==> src/rtl/axi4_wr_arbiter.sv <==
// rtl/axi4_wr_arbiter.sv - two-master round-robin arbiter for one AXI4 write slave
module axi4_wr_arbiter #(
  parameter  int ADDR_WIDTH = 16,
  parameter  int DATA_WIDTH = 32,
  localparam int STRB_WIDTH = DATA_WIDTH / 8
) (
  input  logic                    ACLK,
  input  logic                    ARESETn,
  input  logic [2*ADDR_WIDTH-1:0] m_AWADDR,
  input  logic [15:0]             m_AWLEN,
  input  logic [5:0]              m_AWSIZE,
  input  logic [3:0]              m_AWBURST,
  input  logic [1:0]              m_AWVALID,
  output logic [1:0]              m_AWREADY,
  input  logic [2*DATA_WIDTH-1:0] m_WDATA,
  input  logic [2*STRB_WIDTH-1:0] m_WSTRB,
  input  logic [1:0]              m_WLAST,
  input  logic [1:0]              m_WVALID,
  output logic [1:0]              m_WREADY,
  output logic [1:0]              m_BRESP,
  output logic [1:0]              m_BVALID,
  input  logic [1:0]              m_BREADY,
  output logic [ADDR_WIDTH-1:0]   s_AWADDR,
  output logic [7:0]              s_AWLEN,
  output logic [2:0]              s_AWSIZE,
  output logic [1:0]              s_AWBURST,
  output logic                    s_AWVALID,
  input  logic                    s_AWREADY,
  output logic [DATA_WIDTH-1:0]   s_WDATA,
  output logic [STRB_WIDTH-1:0]   s_WSTRB,
  output logic                    s_WLAST,
  output logic                    s_WVALID,
  input  logic                    s_WREADY,
  input  logic [1:0]              s_BRESP,
  input  logic                    s_BVALID,
  output logic                    s_BREADY,
  output logic [1:0]              grant,
  output logic                    wlast_err
);

  localparam logic [1:0] IDLE = 2'd0;
  localparam logic [1:0] AW   = 2'd1;
  localparam logic [1:0] W    = 2'd2;
  localparam logic [1:0] B    = 2'd3;

  logic [1:0] state_q, state_d;
  logic [1:0] grant_q, grant_d;
  logic       rr_ptr_q, rr_ptr_d;
  logic [7:0] len_q, len_d;
  logic [7:0] beat_cnt_q, beat_cnt_d;
  logic       wlast_err_q, wlast_err_d;
  logic       gi;
  logic       last_beat;

  assign gi        = grant_q[1];
  assign last_beat = (beat_cnt_q == len_q);
  assign grant     = grant_q;
  assign wlast_err = wlast_err_q;

  // Payloads are zeroed outside their phase so nothing leaks while idle or in reset.
  always_comb begin
    m_AWREADY = '0;
    m_WREADY  = '0;
    m_BVALID  = '0;
    m_BRESP   = '0;
    s_AWADDR  = '0;
    s_AWLEN   = '0;
    s_AWSIZE  = '0;
    s_AWBURST = '0;
    s_AWVALID = 1'b0;
    s_WDATA   = '0;
    s_WSTRB   = '0;
    s_WLAST   = 1'b0;
    s_WVALID  = 1'b0;
    s_BREADY  = 1'b0;
    case (state_q)
      AW: begin
        s_AWADDR      = gi ? m_AWADDR[2*ADDR_WIDTH-1:ADDR_WIDTH] : m_AWADDR[ADDR_WIDTH-1:0];
        s_AWLEN       = gi ? m_AWLEN[15:8] : m_AWLEN[7:0];
        s_AWSIZE      = gi ? m_AWSIZE[5:3] : m_AWSIZE[2:0];
        s_AWBURST     = gi ? m_AWBURST[3:2] : m_AWBURST[1:0];
        s_AWVALID     = m_AWVALID[gi];
        m_AWREADY[gi] = s_AWREADY;
      end
      W: begin
        s_WDATA      = gi ? m_WDATA[2*DATA_WIDTH-1:DATA_WIDTH] : m_WDATA[DATA_WIDTH-1:0];
        s_WSTRB      = gi ? m_WSTRB[2*STRB_WIDTH-1:STRB_WIDTH] : m_WSTRB[STRB_WIDTH-1:0];
        s_WLAST      = m_WLAST[gi];
        s_WVALID     = m_WVALID[gi];
        m_WREADY[gi] = s_WREADY;
      end
      B: begin
        m_BVALID[gi] = s_BVALID;
        m_BRESP      = s_BRESP;
        s_BREADY     = m_BREADY[gi];
      end
      default: ;
    endcase
  end

  always_comb begin
    state_d     = state_q;
    grant_d     = grant_q;
    rr_ptr_d    = rr_ptr_q;
    len_d       = len_q;
    beat_cnt_d  = beat_cnt_q;
    wlast_err_d = 1'b0;
    case (state_q)
      IDLE: begin
        if (|m_AWVALID) begin
          state_d = AW;
          if (m_AWVALID == 2'b11) grant_d = rr_ptr_q ? 2'b10 : 2'b01;
          else                    grant_d = m_AWVALID;
        end
      end
      AW: begin
        if (m_AWVALID[gi] && s_AWREADY) begin
          len_d      = gi ? m_AWLEN[15:8] : m_AWLEN[7:0];
          beat_cnt_d = 8'd0;
          state_d    = W;
        end
      end
      W: begin
        // The burst ends on the beat count; WLAST is only audited, never trusted.
        if (m_WVALID[gi] && s_WREADY) begin
          beat_cnt_d  = beat_cnt_q + 8'd1;
          wlast_err_d = (m_WLAST[gi] != last_beat);
          if (last_beat) state_d = B;
        end
      end
      B: begin
        if (s_BVALID && m_BREADY[gi]) begin
          state_d  = IDLE;
          grant_d  = 2'b00;
          rr_ptr_d = ~gi;
        end
      end
      default: state_d = IDLE;
    endcase
  end

  always_ff @(posedge ACLK or negedge ARESETn) begin
    if (!ARESETn) begin
      state_q     <= IDLE;
      grant_q     <= 2'b00;
      rr_ptr_q    <= 1'b0;
      len_q       <= 8'd0;
      beat_cnt_q  <= 8'd0;
      wlast_err_q <= 1'b0;
    end else begin
      state_q     <= state_d;
      grant_q     <= grant_d;
      rr_ptr_q    <= rr_ptr_d;
      len_q       <= len_d;
      beat_cnt_q  <= beat_cnt_d;
      wlast_err_q <= wlast_err_d;
    end
  end

endmodule

==> config.mk <==
export PLATFORM = sky130hd
export DESIGN_NAME = axi4_wr_arbiter
export DESIGN_NICKNAME = d
export VERILOG_FILES = /design/src/rtl/axi4_wr_arbiter.sv
export SDC_FILE = /design/constraint.sdc
export NUM_CORES = 1
export LEC_CHECK = 0
export BUFFER_PORTS_ARGS = -buffer_cell sky130_fd_sc_hd__buf_2
export CAP_MARGIN = 10
export CORE_ASPECT_RATIO = 2
export CORE_UTILIZATION = 31
export DETAILED_ROUTE_END_ITERATION = 12
export PLACE_DENSITY = 0.75
export SYNTH_ARGS = -nofsm -noshare
export SYNTH_HDL_FRONTEND = slang
export SYNTH_SLANG_ARGS = --single-unit
==> constraint.sdc <==
create_clock -name ACLK -period 2.3 [get_ports ACLK]
set_input_delay 0.115 -clock ACLK [delete_from_list [all_inputs] [get_ports ACLK]]
set_output_delay 0.115 -clock ACLK [all_outputs]
set_load 0.01 [all_outputs]
Word level (Yosys, flattened, before mapping) --
Cells that the tools add are included.
Word-level totals: output and inout port bits 80, input bits 145, register bits after elaboration 22, word-level logic and storage cells 82
Operators by class: mux-type cells 45, magnitude comparators 2, add/sub/neg operators 1, reduce and logical (&&, ||, !) cells 13, bitwise gates (word level) 4, equal/unequal tests 11
Operator list (number):
- $mux 32 | 2
- $mux 16 | 2
- $mux 8 | 4
- $mux 2 | 14
- $pmux 8 s2 | 1
- $mux 1 | 15
- $ne 2x2->1 const B | 5
- $add 8x1->8 const B | 1
- $eq 8x8->1 | 1
- $mux 4 | 2
- $pmux 2 s4 | 1
- $and 2x2->2 | 3
- $eq 2x2->1 const B | 3
- $mux 3 | 2
- $reduce_and 3->1 | 2
- $reduce_and 5->1 | 1
- $logic_and 1x1->1 | 4
- $pmux 2 s2 | 1
- $reduce_and 2->1 | 2
- $reduce_bool 2->1 | 2
- $eq 2x1->1 const B | 1
- $logic_not 2->1 | 1
- $lt 1x2->1 const B | 1
- $reduce_or 2->1 | 1
- 4 further kinds | 4

Longest topological paths before layout --
word-level depth 6, gate-level depth with buffers 8, depth with buffers taken out 7

Worst setup path after synthesis --
No wires, ideal clock.
path kind register to register, start register state_q[0], end register state_q[1], period minus slack after synthesis 1.803 ns, required time 2.175 ns, buffers on the path 1, stages on the path, launching flop included 8, data arrival time 1.678 ns, path slack 0.497 ns, library setup time 0.125 ns, cells stage by stage dfrtp_1 -> ha_1 -> clkbuf_1 -> nor2b_1 -> a211oi_2 -> nand3_1 -> a21oi_1 -> mux2_2
Between the ends: word-level cells in the longest chain between the ends 3, elaborated cells on any way between the ends 11, those cells by class eq/ne (8); mux (1); reduce/logical (2)
Ends and longest elaborated chain:
- from (decl) | RTL line 46 | logic [1:0] state_q, state_d;
- from (signal assigned) | RTL line 151 | state_q <= state_d;
- $eq 2x2->1 (tied with other cells) | RTL line 108 | case (state_q)
- $ne 2x2->1 (no source line)
- $reduce_and 5->1 (no source line)
Parallel ways exist; a longest one is shown, timed or not. A chain may end at the register's enable or synchronous reset.

Worst setup path in the final report --
start register grant_q[1] (netlist: grant[1]), end output port s_WLAST
Between the ends: word-level cells in the longest chain between the ends 3
Ends and longest elaborated chain:
- from (decl) | RTL line 47 | logic [1:0] grant_q, grant_d;
- from (signal assigned) | RTL line 152 | grant_q <= grant_d;
- $mux 1 (implied by the code) (2 in a row) | RTL line 88 | s_WLAST = m_WLAST[gi];
- $mux 1 | RTL line 76 | case (state_q)
- to (decl) | RTL line 31 | output logic s_WLAST,
Every way passes these cells. The select of a mux whose other input is x is not followed.

==> flow_summary.json <==
{
  "hold_viol": 0,
  "global_route.usage.total_pct": 22.8,
  "final_area_um2": 3670,
  "stdcell_count": 591,
  "tightestPinTransition_ns": 0.530,
  "die-area_um2": 8210,
  "hpwl_um": 8090,
  "cap_violations": 0,
  "globalplace.congestion": 0.855,
  "max-clock-path-buffers": 2,
  "p_sw_share_pct": 47.6,
  "placement.cell_area_um2": 3580,
  "maximum_number_of_pins_on_one_net_before_global_route_repair": 70,
  "drtPass1Iterations": 4,
  "power_consumption_mw": 3.75,
  "grt_first_pass_wirelength_um": 14100,
  "place.port_buffers": 224,
  "cts_max_level": 1,
  "top_level_ports": 225,
  "cts-resized-gates": 0,
  "synth.ff_latch_count": 22,
  "static-leakage-power_nw": 2.09,
  "final_cycle_utilization_of_the_critical_path_pct": 84.1,
  "grt_antenna_before_repair": 0,
  "cts_made_buffers": 3,
  "final_routed_wire_length_divided_by_cell_count_um": 16.2,
  "syn-mean-instance-area_um2": 8.55,
  "fp.dieW_um": 64.6,
  "synth_nets": 435,
  "globalRouteOverflowTotal": 0,
  "share_of_layout_cells_above_drive_strength_1_pct": 49.3,
  "total_switching_power_mw": 1.78,
  "fin_nets": 649,
  "finalSetupViolCount": 0,
  "timing.critical_path.arrival_ns": 1.82,
  "floorplan.rows": 45,
  "critical_path.endpoint_type": "output port",
  "dr.first_iter.drc_count": 203,
  "tritoncts": "done",
  "comb_power_share_pct": 72.0,
  "slew_viol_final": 0,
  "rsz_0062_raised_after_global_routing": "no",
  "final.setup.tns_ns": 0,
  "cts.sink_count": 22,
  "seqPwrFrac_pct": 17.9,
  "drcViolationCount": 0,
  "worst_slew_margin_rel_pct": 64.6,
  "vias": 2914,
  "fraction_of_the_yosys_area_taken_by_sequential_cells_pct": 22.7,
  "proportion_of_power_drawn_by_the_clock_network_pct": 10.1,
  "maxClockFrequency_mhz": 517,
  "final_period_minus_worst_setup_slack_ns": 1.94,
  "syn_to_final_growth_pct": 51.1,
  "die-height_um": 127,
  "most_frequent_standard_cell_in_the_layout_excluding_fill_and_tap_cells": "sky130_fd_sc_hd__buf_2",
  "most-common-layout-cells": "224 x sky130_fd_sc_hd__buf_2, 70 x sky130_fd_sc_hd__mux2i_1, 47 x sky130_fd_sc_hd__nor2_1",
  "internal_power_mw": 1.96,
  "hold_class": "in -> reg",
  "synth-warning-count": 0,
  "path_max_fanout": 69,
  "vdd.ir_drop.worst_uv": 386,
  "fp.coreArea_um2": 7600,
  "first_global_vias": 2883,
  "post_synth_inst_count": 284,
  "ant_nets": 0,
  "clock_root_cell": "sky130_fd_sc_hd__clkbuf_16",
  "power.density_cell_area_nw_per_um2": 1020,
  "clkLatencyLatePin_ns": 0.26,
  "timing.critical_path.required_ns": 2.18,
  "routed_wirelength_um": 9570,
  "synth.lib_cells_used.distinct": 40,
  "critPathLaunchType": "flip-flop",
  "place.detailed.instances": 586,
  "mapped_cell_area_um2": 2430,
  "via_to_cell_ratio": 4.93,
  "floorplan.initialDensity_pct": 32.0,
  "num_antenna_cells": 0,
  "outcome": "finished clean",
  "clk_transition_reported_paths_ns": 0.06,
  "fin_worst_skew_ns": 0.00936,
  "kind_of_critical_path": "reg -> out"
}
-- cell families (layout without fill, tap and decap cells) --
logic type | after synthesis | after routing | share of synthesized area (%)
compound gates | 34 | 34 | 11.1
buf+inv | 29 | 242 | 6.85
flops | 22 | 22 | 22.7
simple gates | 111 | 111 | 22.8
mux | 73 | 73 | 30.2
xor+xnor | 9 | 9 | 3.25
fa+ha+maj | 6 | 6 | 3.09
-- stage by stage --
step | hold WS [ns] | utilization (%) | worst slack, ns
after floorplan | -0.181 | - | 0.497
after global placement | 0.108 | 47.1 | 0.459
after detailed placement | 0.112 | 47.1 | 0.388
after CTS | 0.173 | 48.3 | 0.342
after global routing | 0.217 | 48.3 | 0.202
final | 0.178 | 48.3 | 0.365
-- power groups by stage --
stage / clock (mW) / sequential, mW / combinational [mW]
after floorplan: 0 / 0.609 / 1.94
after CTS: 0.386 / 0.671 / 2.71
after global routing: 0.401 / 0.692 / 2.91
final: 0.377 / 0.672 / 2.70
after detailed placement: 0 / 0.680 / 2.69
after global placement: 0 / 0.671 / 2.62
-- state kept, by name, summed over array words and instances (netlist names) --
| name | flops |
|---|---|
| beat_cnt_q | 8 |
| grant | 2 |
| len_q | 8 |
| rr_ptr_q | 1 |
| state_q | 2 |
| wlast_err | 1 |
-- critical path, stage by stage (launching register included) --
cell and delay, ns:
sky130_fd_sc_hd__dfrtp_4 0.53, sky130_fd_sc_hd__buf_12 0.36, sky130_fd_sc_hd__mux2i_1 0.35, sky130_fd_sc_hd__nor2_1 0.09
sky130_fd_sc_hd__buf_2 0.16
-- layout make-up --
type | count | area, µm²
timing repair buffer | 229 | 1170
clock buffer | 4 | 78.8
inverter | 9 | 33.8
fill | 799 | 3930
tap | 94 | 118
multi-input combinational | 233 | 1710
sequential | 22 | 554
-- Yosys cell counts --
master / n / share of area (%)
sky130_fd_sc_hd__xnor2_1: 1 / 0.36
sky130_fd_sc_hd__or2_1: 1 / 0.26
sky130_fd_sc_hd__nor2_1: 47 / 7.3
sky130_fd_sc_hd__inv_1: 9 / 1.4
sky130_fd_sc_hd__or2_2: 2 / 0.52
sky130_fd_sc_hd__clkbuf_1: 8 / 1.2
sky130_fd_sc_hd__or3_1: 2 / 0.52
sky130_fd_sc_hd__o22ai_1: 1 / 0.26
sky130_fd_sc_hd__buf_6: 3 / 1.4
sky130_fd_sc_hd__buf_2: 2 / 0.41
sky130_fd_sc_hd__o21ai_2: 2 / 0.72
sky130_fd_sc_hd__dfrtp_1: 22 / 23
sky130_fd_sc_hd__a211oi_2: 1 / 0.52
sky130_fd_sc_hd__nor2b_1: 32 / 8.2
sky130_fd_sc_hd__o21a_1: 1 / 0.31
sky130_fd_sc_hd__ha_1: 6 / 3.1
sky130_fd_sc_hd__a22o_2: 2 / 0.82
sky130_fd_sc_hd__clkbuf_8: 1 / 0.57
sky130_fd_sc_hd__nor4_1: 2 / 0.52
sky130_fd_sc_hd__o211ai_1: 1 / 0.31
sky130_fd_sc_hd__nand3_1: 4 / 0.82
sky130_fd_sc_hd__or3_2: 1 / 0.31
sky130_fd_sc_hd__and2_1: 2 / 0.52
sky130_fd_sc_hd__a21oi_1: 1 / 0.21
sky130_fd_sc_hd__mux2i_1: 70 / 29
sky130_fd_sc_hd__mux2_2: 3 / 1.4
sky130_fd_sc_hd__buf_4: 6 / 1.9
sky130_fd_sc_hd__a31oi_1: 1 / 0.26
sky130_fd_sc_hd__nand3_4: 1 / 0.72
sky130_fd_sc_hd__a211oi_1: 1 / 0.31
sky130_fd_sc_hd__nand2_1: 14 / 2.2
sky130_fd_sc_hd__o32a_1: 1 / 0.41
sky130_fd_sc_hd__nand3_2: 1 / 0.41
sky130_fd_sc_hd__xor2_1: 8 / 2.9
sky130_fd_sc_hd__o21ai_0: 8 / 1.6
sky130_fd_sc_hd__o21ai_1: 1 / 0.21
sky130_fd_sc_hd__a22o_1: 5 / 1.8
sky130_fd_sc_hd__nand4_1: 1 / 0.26
sky130_fd_sc_hd__nor3b_1: 1 / 0.31
sky130_fd_sc_hd__a32o_1: 8 / 3.3
-- layer usage --
| metal | up-vias | global-route usage [%] | part of all wire, % |
|---|---|---|---|
| li1 | 1410 | - | - |
| met1 | 1331 | 23.9 | 36 |
| met2 | 157 | 44.6 | 55 |
| met3 | 16 | 2.41 | 5.9 |
| met4 | 0 | 8.63 | 2.6 |
| met5 | - | 0 | 0 |
-- final timing paths --
check / startpoint / endpoint / slack, ns / cells after the start
min in group asynchronous: ARESETn / state_q[1]$_DFFE_PN0P_ / 0.36 / 2
max: grant[1]$_DFFE_PN0P_ / s_WLAST / 0.36 / 4
max reg2reg: state_q[0]$_DFFE_PN0P_ / state_q[1]$_DFFE_PN0P_ / 0.38 / 6
min reg2reg: len_q[1]$_DFFE_PN0P_ / len_q[1]$_DFFE_PN0P_ / 0.51 / 1
min: m_AWVALID[1] / grant[1]$_DFFE_PN0P_ / 0.18 / 3
max in group asynchronous: ARESETn / grant[1]$_DFFE_PN0P_ / 1.56 / 2
-- timing repair --
action	in CTS	in global routing
hold endpoints to repair	22	0
hold buffers	1	0
setup buffers	0	0
Power figures use the tool's default switching activity.
